===== config.mk =====
export PLATFORM = sky130hd
export DESIGN_NAME = prbs_ber_controller_flat
export DESIGN_NICKNAME = d
export VERILOG_FILES = /design/src/rtl/prbs_pkg.sv /design/src/rtl/prbs_ber_controller_if.sv /design/src/rtl/prbs7_checker.sv /design/src/rtl/prbs_ber_controller.sv /design/src/flat_wrapper.sv
export SDC_FILE = /design/constraint.sdc
export NUM_CORES = 1
export LEC_CHECK = 0
export ABC_AREA = 0
export ABC_CLOCK_PERIOD_IN_PS = 2700
export BUFFER_PORTS_ARGS = -buffer_cell sky130_fd_sc_hd__clkbuf_2
export CAP_MARGIN = 5
export CORE_UTILIZATION = 29
export CTS_CLUSTER_DIAMETER = 200
export DETAILED_ROUTE_END_ITERATION = 12
export HOLD_SLACK_MARGIN = 0.06
export SETUP_SLACK_MARGIN = 0.2
export SLEW_MARGIN = 30
export SYNTH_ARGS = -nofsm -noshare
export SYNTH_HDL_FRONTEND = slang
export SYNTH_HIERARCHICAL = 1
export SYNTH_SLANG_ARGS = --single-unit

===== constraint.sdc =====
create_clock -name clk -period 2.7 [get_ports clk]
set_input_delay 0.135 -clock clk [delete_from_list [all_inputs] [get_ports clk]]
set_output_delay 0.135 -clock clk [all_outputs]
set_load 0.005 [all_outputs]

===== src/rtl/prbs_pkg.sv =====
// Shared PRBS7 definitions for the BER controller and the PRBS7 generator.
//   ber_state_t       : controller sequencing states
//   PRBS7_SEED        : generator seed / checker history reset value
//   PRBS7_TAP_A/B     : history bit positions feeding the XNOR feedback
//   ERR_RATE_DISABLED : injection interval that effectively disables injection
package prbs_pkg;

  typedef enum logic [2:0] {
    ST_IDLE    = 3'd0,
    ST_GEN_RST = 3'd1,
    ST_SETTLE  = 3'd2,
    ST_SYNC    = 3'd3,
    ST_MEASURE = 3'd4,
    ST_DONE    = 3'd5
  } ber_state_t;

  localparam logic [6:0]  PRBS7_SEED        = 7'h7F;
  localparam int unsigned PRBS7_TAP_A       = 6;
  localparam int unsigned PRBS7_TAP_B       = 5;
  localparam logic [15:0] ERR_RATE_DISABLED = 16'hFFFF;
  localparam int unsigned SYNC_CYCLES       = 7;

  // Next PRBS7 bit from a 7-bit history (bit 6 oldest), XNOR feedback.
  function automatic logic prbs7_next(input logic [6:0] hist);
    return ~(hist[PRBS7_TAP_A] ^ hist[PRBS7_TAP_B]);
  endfunction

endpackage


===== src/rtl/prbs_ber_controller_if.sv =====
// Host/datapath bundle of the PRBS BER controller.
//   master : host side (drives run control and the looped-back rx bit)
//   slave  : controller side (drives generator control, status and counts)
interface prbs_ber_controller_if #(
  parameter int unsigned CNT_W = 32
);

  logic             start;
  logic             abort;
  logic [CNT_W-1:0] test_len;
  logic [15:0]      err_interval;
  logic             inject_en;
  logic             rx_bit;
  logic             gen_rst;
  logic [15:0]      gen_error_rate;
  logic             busy;
  logic             done;
  logic [CNT_W-1:0] bit_count;
  logic [CNT_W-1:0] err_count;

  modport master (
    output start, abort, test_len, err_interval, inject_en, rx_bit,
    input  gen_rst, gen_error_rate, busy, done, bit_count, err_count
  );

  modport slave (
    input  start, abort, test_len, err_interval, inject_en, rx_bit,
    output gen_rst, gen_error_rate, busy, done, bit_count, err_count
  );

endinterface


===== src/rtl/prbs7_checker.sv =====
// PRBS7 reference checker: owns the 7-bit history and predicts the next bit.
//   clk, rst  : clock, synchronous active-high reset (history -> seed)
//   load      : shift rx_bit into the history (synchronisation)
//   check     : shift the predicted bit into the history (locked compare)
//   rx_bit    : received bit
//   exp       : predicted bit from the current history (combinational)
//   mismatch  : rx_bit differs from exp (combinational)
module prbs7_checker
  import prbs_pkg::*;
(
  input  logic clk,
  input  logic rst,
  input  logic load,
  input  logic check,
  input  logic rx_bit,
  output logic exp,
  output logic mismatch
);

  logic [6:0] hist_q;
  logic [6:0] hist_d;

  assign exp      = prbs7_next(hist_q);
  assign mismatch = rx_bit ^ exp;

  // Once locked the prediction feeds itself, so a flipped rx bit cannot
  // corrupt later predictions and is counted exactly once.
  always_comb begin
    hist_d = hist_q;
    if (load) begin
      hist_d = {hist_q[5:0], rx_bit};
    end else if (check) begin
      hist_d = {hist_q[5:0], exp};
    end
  end

  always_ff @(posedge clk) begin
    if (rst) begin
      hist_q <= PRBS7_SEED;
    end else begin
      hist_q <= hist_d;
    end
  end

endmodule


===== src/rtl/prbs_ber_controller.sv =====
// Sequencing controller for one PRBS7 bit-error-rate run: resets/configures
// the generator, synchronises the local reference, then counts compared bits
// and mismatches for the latched length.
//   clk, rst : clock, synchronous active-high reset
//   bus      : slave side of prbs_ber_controller_if
//              (start/abort/test_len/err_interval/inject_en/rx_bit in,
//               gen_rst/gen_error_rate/busy/done/bit_count/err_count out)
module prbs_ber_controller
  import prbs_pkg::*;
#(
  parameter int unsigned GEN_RST_CYCLES = 2,
  parameter int unsigned SETTLE_CYCLES  = 4,
  parameter int unsigned CNT_W          = 32
) (
  input  logic                  clk,
  input  logic                  rst,
  prbs_ber_controller_if.slave  bus
);

  localparam int unsigned PH_MAX_GS = (GEN_RST_CYCLES > SETTLE_CYCLES) ? GEN_RST_CYCLES : SETTLE_CYCLES;
  localparam int unsigned PH_MAX    = (PH_MAX_GS > SYNC_CYCLES) ? PH_MAX_GS : SYNC_CYCLES;
  localparam int unsigned PH_W      = $clog2(PH_MAX + 1);

  localparam logic [PH_W-1:0] GEN_LAST    = PH_W'(GEN_RST_CYCLES - 1);
  localparam logic [PH_W-1:0] SETTLE_LAST = (SETTLE_CYCLES == 0) ? '0 : PH_W'(SETTLE_CYCLES - 1);
  localparam logic [PH_W-1:0] SYNC_LAST   = PH_W'(SYNC_CYCLES - 1);
  localparam logic [CNT_W-1:0] CNT_MAX    = '1;

  ber_state_t       state_q, state_d;
  logic [PH_W-1:0]  ph_q, ph_d;
  logic [CNT_W-1:0] len_q, len_d;
  logic [15:0]      rate_q, rate_d;
  logic [CNT_W-1:0] bit_q, bit_d;
  logic [CNT_W-1:0] err_q, err_d;
  logic             gen_rst_q, gen_rst_d;
  logic             busy_q, busy_d;
  logic             done_q, done_d;

  logic             load_c;
  logic             check_c;
  logic             exp_c;
  logic             mismatch_c;

  prbs7_checker u_checker (
    .clk      (clk),
    .rst      (rst),
    .load     (load_c),
    .check    (check_c),
    .rx_bit   (bus.rx_bit),
    .exp      (exp_c),
    .mismatch (mismatch_c)
  );

  // Next state, phase counter, latched configuration and counters.
  always_comb begin
    state_d = state_q;
    ph_d    = ph_q;
    len_d   = len_q;
    rate_d  = rate_q;
    bit_d   = bit_q;
    err_d   = err_q;
    load_c  = 1'b0;
    check_c = 1'b0;

    case (state_q)
      ST_IDLE, ST_DONE: begin
        if (bus.start && !bus.abort) begin
          state_d = ST_GEN_RST;
          ph_d    = '0;
          len_d   = bus.test_len;
          rate_d  = bus.inject_en ? bus.err_interval : ERR_RATE_DISABLED;
          bit_d   = '0;
          err_d   = '0;
        end
      end
      ST_GEN_RST: begin
        if (ph_q == GEN_LAST) begin
          ph_d    = '0;
          state_d = (SETTLE_CYCLES == 0) ? ST_SYNC : ST_SETTLE;
        end else begin
          ph_d = ph_q + PH_W'(1);
        end
      end
      ST_SETTLE: begin
        if (ph_q == SETTLE_LAST) begin
          ph_d    = '0;
          state_d = ST_SYNC;
        end else begin
          ph_d = ph_q + PH_W'(1);
        end
      end
      ST_SYNC: begin
        load_c = 1'b1;
        if (ph_q == SYNC_LAST) begin
          ph_d    = '0;
          state_d = (len_q == '0) ? ST_DONE : ST_MEASURE;
        end else begin
          ph_d = ph_q + PH_W'(1);
        end
      end
      ST_MEASURE: begin
        check_c = 1'b1;
        bit_d   = bit_q + CNT_W'(1);
        if (mismatch_c && (err_q != CNT_MAX)) begin
          err_d = err_q + CNT_W'(1);
        end
        if (bit_d == len_q) begin
          state_d = ST_DONE;
        end
      end
      default: begin
        state_d = ST_IDLE;
      end
    endcase

    // Abort overrides everything while a run is in flight; counts are kept.
    if (bus.abort && busy_q) begin
      state_d = ST_IDLE;
      ph_d    = '0;
      len_d   = len_q;
      rate_d  = rate_q;
      bit_d   = bit_q;
      err_d   = err_q;
      load_c  = 1'b0;
      check_c = 1'b0;
    end

    gen_rst_d = (state_d == ST_GEN_RST);
    busy_d    = (state_d == ST_GEN_RST) || (state_d == ST_SETTLE) ||
                (state_d == ST_SYNC)    || (state_d == ST_MEASURE);
    done_d    = (state_d == ST_DONE);
  end

  // State and output registers.
  always_ff @(posedge clk) begin
    if (rst) begin
      state_q   <= ST_IDLE;
      ph_q      <= '0;
      len_q     <= '0;
      rate_q    <= ERR_RATE_DISABLED;
      bit_q     <= '0;
      err_q     <= '0;
      gen_rst_q <= 1'b0;
      busy_q    <= 1'b0;
      done_q    <= 1'b0;
    end else begin
      state_q   <= state_d;
      ph_q      <= ph_d;
      len_q     <= len_d;
      rate_q    <= rate_d;
      bit_q     <= bit_d;
      err_q     <= err_d;
      gen_rst_q <= gen_rst_d;
      busy_q    <= busy_d;
      done_q    <= done_d;
    end
  end

  assign bus.gen_rst        = gen_rst_q;
  assign bus.gen_error_rate = rate_q;
  assign bus.busy           = busy_q;
  assign bus.done           = done_q;
  assign bus.bit_count      = bit_q;
  assign bus.err_count      = err_q;

endmodule


===== src/flat_wrapper.sv =====
// flat-port wrapper written by rule: the top's interface ports become plain ports
module prbs_ber_controller_flat import prbs_pkg::*;
#(
  parameter int unsigned GEN_RST_CYCLES = 2,
  parameter int unsigned SETTLE_CYCLES  = 4,
  parameter int unsigned CNT_W          = 32
)
  (clk, rst, bus_start, bus_abort, bus_test_len, bus_err_interval, bus_inject_en, bus_rx_bit, bus_gen_rst, bus_gen_error_rate, bus_busy, bus_done, bus_bit_count, bus_err_count);
  prbs_ber_controller_if #(.CNT_W(CNT_W)) bus_i ();
  input  logic clk;
  input  logic rst;
  input wire logic [$bits(bus_i.start)-1:0] bus_start;
  input wire logic [$bits(bus_i.abort)-1:0] bus_abort;
  input wire logic [$bits(bus_i.test_len)-1:0] bus_test_len;
  input wire logic [$bits(bus_i.err_interval)-1:0] bus_err_interval;
  input wire logic [$bits(bus_i.inject_en)-1:0] bus_inject_en;
  input wire logic [$bits(bus_i.rx_bit)-1:0] bus_rx_bit;
  output wire logic [$bits(bus_i.gen_rst)-1:0] bus_gen_rst;
  output wire logic [$bits(bus_i.gen_error_rate)-1:0] bus_gen_error_rate;
  output wire logic [$bits(bus_i.busy)-1:0] bus_busy;
  output wire logic [$bits(bus_i.done)-1:0] bus_done;
  output wire logic [$bits(bus_i.bit_count)-1:0] bus_bit_count;
  output wire logic [$bits(bus_i.err_count)-1:0] bus_err_count;
  assign bus_i.start = bus_start;
  assign bus_i.abort = bus_abort;
  assign bus_i.test_len = bus_test_len;
  assign bus_i.err_interval = bus_err_interval;
  assign bus_i.inject_en = bus_inject_en;
  assign bus_i.rx_bit = bus_rx_bit;
  assign bus_gen_rst = bus_i.gen_rst;
  assign bus_gen_error_rate = bus_i.gen_error_rate;
  assign bus_busy = bus_i.busy;
  assign bus_done = bus_i.done;
  assign bus_bit_count = bus_i.bit_count;
  assign bus_err_count = bus_i.err_count;
  prbs_ber_controller #(.GEN_RST_CYCLES(GEN_RST_CYCLES), .SETTLE_CYCLES(SETTLE_CYCLES), .CNT_W(CNT_W)) u_core (.clk(clk), .rst(rst), .bus(bus_i));
endmodule

==> results of run 1 <==
-- metal layers --
layer  vias to the layer above  part of all wire, %  GRT usage, %
met3                        39                  5.3          3.70
met4                         0                  2.2          7.31
li1                       3480                    -             -
met5                         -                    0             0
met2                       244                   45          29.2
met1                      3311                   47          25.0
-- worst max-delay path by stage --
| stage | from | end | slack (ns) | depth (start not counted) |
|---|---|---|---|---|
| 6_report | u_core/bus.bit_count[8] | u_core/bus.busy | 0.02 | 8 |
| 5_1_grt | u_core/bus.bit_count[1] | u_core/bus.busy | -0.05 | 10 |
| 3_3_place_gp | u_core/bus.bit_count[10] | u_core/bus.busy | -0.08 | 8 |
| 2_1_floorplan | u_core/bus.bit_count[0] | u_core/bus.busy | -0.02 | 10 |
| 3_5_place_dp | u_core/bus.bit_count[9] | u_core/bus.busy | -0.07 | 8 |
| 4_1_cts | u_core/bus.bit_count[0] | u_core/bus.busy | 0.04 | 9 |
-- critical path: cells and delay by family (launching register included) --
| family | cells | cell delay, ns |
|---|---|---|
| flip-flops | 1 | 0.35 |
| multiplexers | 1 | 0.29 |
| AND/OR/NAND/NOR | 5 | 1.31 |
| AO/OA/AOI/OAI | 2 | 0.61 |
-- cell type report --
cell class | count | share of cell area, %
inverter | 13 | 0.513
multi-input combinational | 653 | 43.3
sequential | 128 | 27.2
clock buffer | 17 | 4.47
clock inverter | 15 | 1.67
tap | 285 | 3.75
timing repair buffer | 271 | 19.2
-- per-stage QoR --
step / cells / area (um2) / power, W / util (%) / worst slack [ns]
6_report: 1382 / 9520 / 0.00501 / 41.9 / 0.0248
5_1_grt: 1382 / 9520 / 0.00523 / 41.9 / -0.0544
4_1_cts: 1377 / 9340 / 0.00505 / 41.1 / 0.0423
3_5_place_dp: 1297 / 8200 / 0.00264 / 36.1 / -0.0719
3_3_place_gp: 1297 / 8200 / 0.00263 / 36.1 / -0.0783
2_1_floorplan: 848 / 6800 / 0.00242 / - / -0.0164
-- power by group --
part | internal (W) | switching [W] | leakage (nW)
Sequential | 0.00196 | 0.0000673 | 1.05
Clock | 0.00137 | 0.000943 | 0.277
Combinational | 0.000307 | 0.000371 | 2.54
-- flip-flops by register name, summed over array words and instances, names as in the netlist --
register	flops
u_core/bus.bit_count	32
u_core/bus.busy	1
u_core/bus.done	1
u_core/bus.err_count	32
u_core/bus.gen_error_rate	16
u_core/bus.gen_rst	1
u_core/len_q	32
u_core/ph_q	3
u_core/state_q	3
u_core/u_checker/hist_q	7
-- timing repair --
item                                    in CTS  in global routing
hold endpoints to repair                    48                  0
endpoints found under the setup margin       4                 25
setup buffers                                0                  5
gates resized for setup                     15                 37
pin swaps                                    6                 17
hold buffers                                48                  0
==> implementation parameters, run 1 <==
Parameter                              Value

Outcome
  Result of the run    completed

Job
  Max capacitance violation total    0

Timing
  Highest Clock Rate    374 MHz
  Clock tree skew after final layout    a little under 0.009 ns
  Final Critical Period    between 2 and 3 ns
  Tightest hold margin    about 0.094 ns
  Final setup fails    0
  Final TNS setup    0 ns
  Max-slew violation total from the final report    0
  RSZ-0062 raised after global routing    yes
  Slew Limit Headroom    between 50% and 60%
  Final cycle utilization of the critical path    between 90 and 100%
  Final hold violation count    0
  Actual transition at the worst max-transition pin    approximately 0.74 ns

Die
  DIE HEIGHT    154 um
  Die extent in x    about 150 um
  Row count    55
  I/O pin cnt    between 100 and 150
  Effective utilization at floorplan    29.7%
  Core ar.    22700 um2
  Die Outline Area    approximately 24000 um2

Critical path
  Critical Path RT    roughly 3.0 ns
  Crit end category    register
  Cell seen most often among critical-path stages    sky130_fd_sc_hd__nand4_4
  Crit-path max FO    4
  Cell type of the slowest stage on the worst timing path    sky130_fd_sc_hd__or4_4
  Crit-path max cell delay    roughly 0.61 ns
  Register-to-Register Setup Slack    between 0.02 and 0.025 ns
  Start of the worst register-to-register path    u_core/bus.bit_count[8]
  Cell-by-cell trace of the critical path    nand4_4 -> or4_4 -> or2_4 -> o31a_1 -> a311oi_4 -> nand4_4 -> nand3_2 -> mux2_4
  Critical register-to-register path endpoint    u_core/bus.busy
  Category of the worst setup path launch point    register
  Worst Path Arrival    between 2 and 3 ns
  Critical path class    register to register
  Depth of the most critical reg-to-reg path    8

Synth
  Cell area after synthesis    around 6700 um2
  Synthesis warning total    6
  Mapped Cells    848
  Mapped Nets    between 900 and 1000
  Mean instance size in the synthesized netlist    7.95 um2

Detailed routing
  Detailed-route wire length per cell    about 16 um
  Antenna Violating Nets Remaining    0
  Count of TritonRoute iterations in the first routing pass    8
  Number of DRC markers in iteration 0    about 540
  Via count normalized by instance count    a little over 5
  Final routed DRC violation total    0
  Total vias in the final route    7074
  Final Routed Wirelength    roughly 22 mm

Clocking
  Longest Clk Path Bufs    2
  Root buf cell    sky130_fd_sc_hd__clkbuf_16
  CTS tree    yes
  Level count of the clock H-tree    4
  # clock sinks    128
  Num CTS Buffers    17
  Clock-pin slew on the worst setup and hold paths    around 0.060 ns
  Clk_lat worst skew    ~0.43 ns

Placement
  Final GP Congestion    around 0.88
  Number of input and output port buffers inserted    136
  Placed wire-length estimate after detailed placement    ~15 mm

Global routing
  Initial antenna violation count    0
  Number of global-route vias before repair    ~6800
  Pin count of the biggest net entering global routing    49
  Aggregate global routing overflow    0
  Overall fraction of global-route tracks in use    between 10% and 20%
  Global-route wire length before repair    around 35 mm

Layout
  Number of fillers in the final layout    2320
  Commonest non-fill, non-tap cell in the layout    sky130_fd_sc_hd__clkbuf_2
  Area taken by flip-flops and latches    roughly 2600 um2
  Net count reported at finish    ~1100
  Area growth from synthesis to layout    41.3%
  Total inserted antenna cells    0
  Most frequent cells in the layout    sky130_fd_sc_hd__clkbuf_2 (135), sky130_fd_sc_hd__nand2_1 (117), sky130_fd_sc_hd__dfxtp_1 (113)
  Ratio of cells with drive above 1 in the final layout    between 20 and 30%
  Total area of multi-input combinational cells    4120 um2

Worst hold path
  Count of cells along the worst hold path    4
  Startpoint of the tightest hold check path    bus_rx_bit
  Hold EP    u_core/bus.err_count[1]
  Class of the most critical hold timing path    input pin to register

Power
  Power density of the placed cells    approximately 530 nW/um2
  IR drop worst, VDD    0.466 mV
  Leakage power    just under 4 nW
No activity file was read; power rests on OpenSTA's default activity.
==> run 2, diff against run 1 <==
--- a/config.mk
+++ b/config.mk
@@ -9,10 +9,12 @@
 export ABC_CLOCK_PERIOD_IN_PS = 2700
 export BUFFER_PORTS_ARGS = -buffer_cell sky130_fd_sc_hd__clkbuf_2
 export CAP_MARGIN = 5
-export CORE_UTILIZATION = 29
+export CORE_UTILIZATION = 45
 export CTS_CLUSTER_DIAMETER = 200
 export DETAILED_ROUTE_END_ITERATION = 12
 export HOLD_SLACK_MARGIN = 0.06
+export PLACE_DENSITY = 0.7
+export RECOVER_POWER = 50
 export SETUP_SLACK_MARGIN = 0.2
 export SLEW_MARGIN = 30
 export SYNTH_ARGS = -nofsm -noshare
==> run 2 against run 1 <==
Via count rose by 0.59%. Sequential share of layout area rose by 0.70 points. Largest cell class unchanged. Critical path type unchanged. Register-to-register slack barely moved.
==> implementation parameters, run 2 (synthesized netlist as in run 1, its figures left out) <==
Parameter                              Value

Placement
  Minimum setup slack after placement    -0.0504 ns (+0.0215 ns)
  Final GP Congestion    0.954 (+8.1%)
  Placed wire-length estimate after detailed placement    13.7 mm (-9.8%)
  Total instance count after detailed placement    1191 (-8.2%)
  Number of input and output port buffers inserted    136 (unchanged)

Global routing
  Initial antenna violation count    0 (unchanged)
  Overall fraction of global-route tracks in use    26.3% (+7.7 points)
  Aggregate global routing overflow    0 (unchanged)
  Pin count of the biggest net entering global routing    50 (+2.0%)
  Number of global-route vias before repair    6525 (-3.5%)
  Global-route wire length before repair    33.1 mm (-5.7%)

Power
  Power density of the placed cells    523 nW/um2 (-0.72%)
  IR drop worst, VDD    0.399 mV (-14%)
  Leakage power    3.80 nW (-1.6%)
  Overall power after layout    0.00485 W (-3.2%)

Detailed routing
  Via count normalized by instance count    5.58 (+9.0%)
  Sum of routed wire segments on met1    9.34 mm (-10%)
  Met2 wire length    9.46 mm (-5.9%)
  Total vias in the final route    7116 (+0.59%)
  Antenna Violating Nets Remaining    0 (unchanged)
  Detailed-route wire length per cell    16.1 um (+0.99%)
  Final routed DRC violation total    0 (unchanged)
  Final Routed Wirelength    20.6 mm (-6.8%)
  Highest routing layer actually used    met4
  Number of DRC markers in iteration 0    635 (+17%)
  Amount of wire on met3 after detailed routing    1.40 mm (+20%)
  Count of TritonRoute iterations in the first routing pass    5 (-3)

Timing
  Min setup slack post-route    0.0353 ns (+0.0106 ns)
  Final cycle utilization of the critical path    98.7% (-0.39 points)
  Slew Limit Headroom    55.8% (+5.0 points)
  Clock tree skew after final layout    0.00929 ns (+0.000359 ns)
  Final hold violation count    0 (unchanged)
  RSZ-0062 raised after global routing    yes
  Highest Clock Rate    375 MHz (+0.40%)
  Final setup fails    0 (unchanged)
  Actual transition at the worst max-transition pin    0.662 ns (-0.0754 ns)
  Tightest hold margin    0.110 ns (+0.0157 ns)
  Final Critical Period    2.66 ns (-0.0106 ns)
  Max-slew violation total from the final report    0 (unchanged)

Critical path
  Launching instance or port of the critical path    u_core/bus.bit_count[20]
  Critical path class    register to register
  Worst Path Arrival    2.96 ns (-0.02 ns)
  Crit-path max FO    6 (+2)
  Critical Path RT    2.99 ns (-0.02 ns)
  Category of the worst setup path launch point    register
  Crit end category    register
  Start of the worst register-to-register path    u_core/bus.bit_count[20]

Clocking
  # clock sinks    128 (unchanged)
  Level count of the clock H-tree    4 (unchanged)
  Clk_lat worst skew    0.41 ns (-0.02 ns)
  Longest Clk Path Bufs    2 (unchanged)
  Root buf cell    sky130_fd_sc_hd__clkbuf_16
  Num CTS Buffers    17 (unchanged)
  CTS tree    yes
  Clock-pin slew on the worst setup and hold paths    0.06 ns (about the same)

Die
  Die Outline Area    15500 um2 (-35%)
  I/O pin cnt    137 (unchanged)
  DIE HEIGHT    124 um (-19%)
  Core ar.    14600 um2 (-36%)
  Die extent in x    124 um (-19%)
  Effective utilization at floorplan    46.2% (+17 points)
  Row count    44 (-20%)

Layout
  Area growth from synthesis to layout    37.8%
  Number of fillers in the final layout    1258 (-46%)
  Total area of multi-input combinational cells    4070 um2 (-1.2%)
  Post-Layout Cell Count    1276 (-7.7%)
  Net count reported at finish    1140 (-0.44%)
  Ratio of cells with drive above 1 in the final layout    28.0% (-1.5 points)
  Commonest non-fill, non-tap cell in the layout    sky130_fd_sc_hd__clkbuf_2
  Area taken by flip-flops and latches    2590 um2 (unchanged)
  Total inserted antenna cells    0 (unchanged)
  Most frequent cells in the layout    sky130_fd_sc_hd__clkbuf_2 (130), sky130_fd_sc_hd__nand2_1 (117), sky130_fd_sc_hd__dfxtp_1 (113)

Job
  Max capacitance violation total    0 (unchanged)

Outcome
  Result of the run    completed

Worst hold path
  Startpoint of the tightest hold check path    bus_rx_bit
  Class of the most critical hold timing path    input pin to register
## run 2: worst max-delay path, stage by stage (launching register included)
cell                       delay, ns
sky130_fd_sc_hd__dfxtp_1        0.39
sky130_fd_sc_hd__nand3_1        0.16
sky130_fd_sc_hd__buf_4          0.18
sky130_fd_sc_hd__nor4_4         0.34
sky130_fd_sc_hd__buf_4          0.21
sky130_fd_sc_hd__nand4b_1       0.12
sky130_fd_sc_hd__a21o_1         0.23
sky130_fd_sc_hd__a311oi_4       0.34
sky130_fd_sc_hd__nand4_4        0.16
sky130_fd_sc_hd__nand3_2        0.12
sky130_fd_sc_hd__mux2_4         0.30
## run 2: per-stage QoR
step	setup TNS [ns]	cell area, um2	utilization, %
after floorplan	-0.0164	6800	-
after global placement	0	8030	55.1
after detailed placement	-0.0504	8040	55.1
after CTS	0	9150	62.7
after global routing	-0.0572	9280	63.6
final	0	9280	63.6
## run 2: cell type report
type,instances,area share (%)
repair buffers,266,19.2
clock inverters,12,1.20
flip-flops and latches,128,27.9
multi-input cells,653,43.8
clock buffers,20,4.92
inverters,13,0.526
well taps,184,2.48
## run 2: final timing paths
check / endpoint / slack, ns / cells after the start
worst max-delay path: u_core/bus.busy / 0.04 / 10
worst min-delay path: u_core/bus.err_count[1] / 0.11 / 4
worst max register to register: u_core/bus.busy / 0.04 / 10
worst min register to register: u_core/u_checker/hist_q[3] / 0.46 / 1
## run 2: timing repair
action,in CTS,in global routing
setup buffers,0,4
pin swaps,8,14
setup endpoints to repair,4,22
gates resized for setup,9,32
endpoints found under the hold margin,50,0
hold buffers,49,0
## run 2: power breakdown
| group | switching, W | leakage, nW | internal [W] | total (W) |
|---|---|---|---|---|
| Sequential | 0.0000733 | 1.05 | 0.00196 | 0.00203 |
| Combinational | 0.000359 | 2.48 | 0.000285 | 0.000644 |
| Clock | 0.000860 | 0.272 | 0.00132 | 0.00218 |
## run 2: routing by layer
layer	track usage, %	vias up
li1	-	3459
met1	35.5	3325
met2	41.8	293
met3	5.46	39
met4	8.50	0
met5	0	-
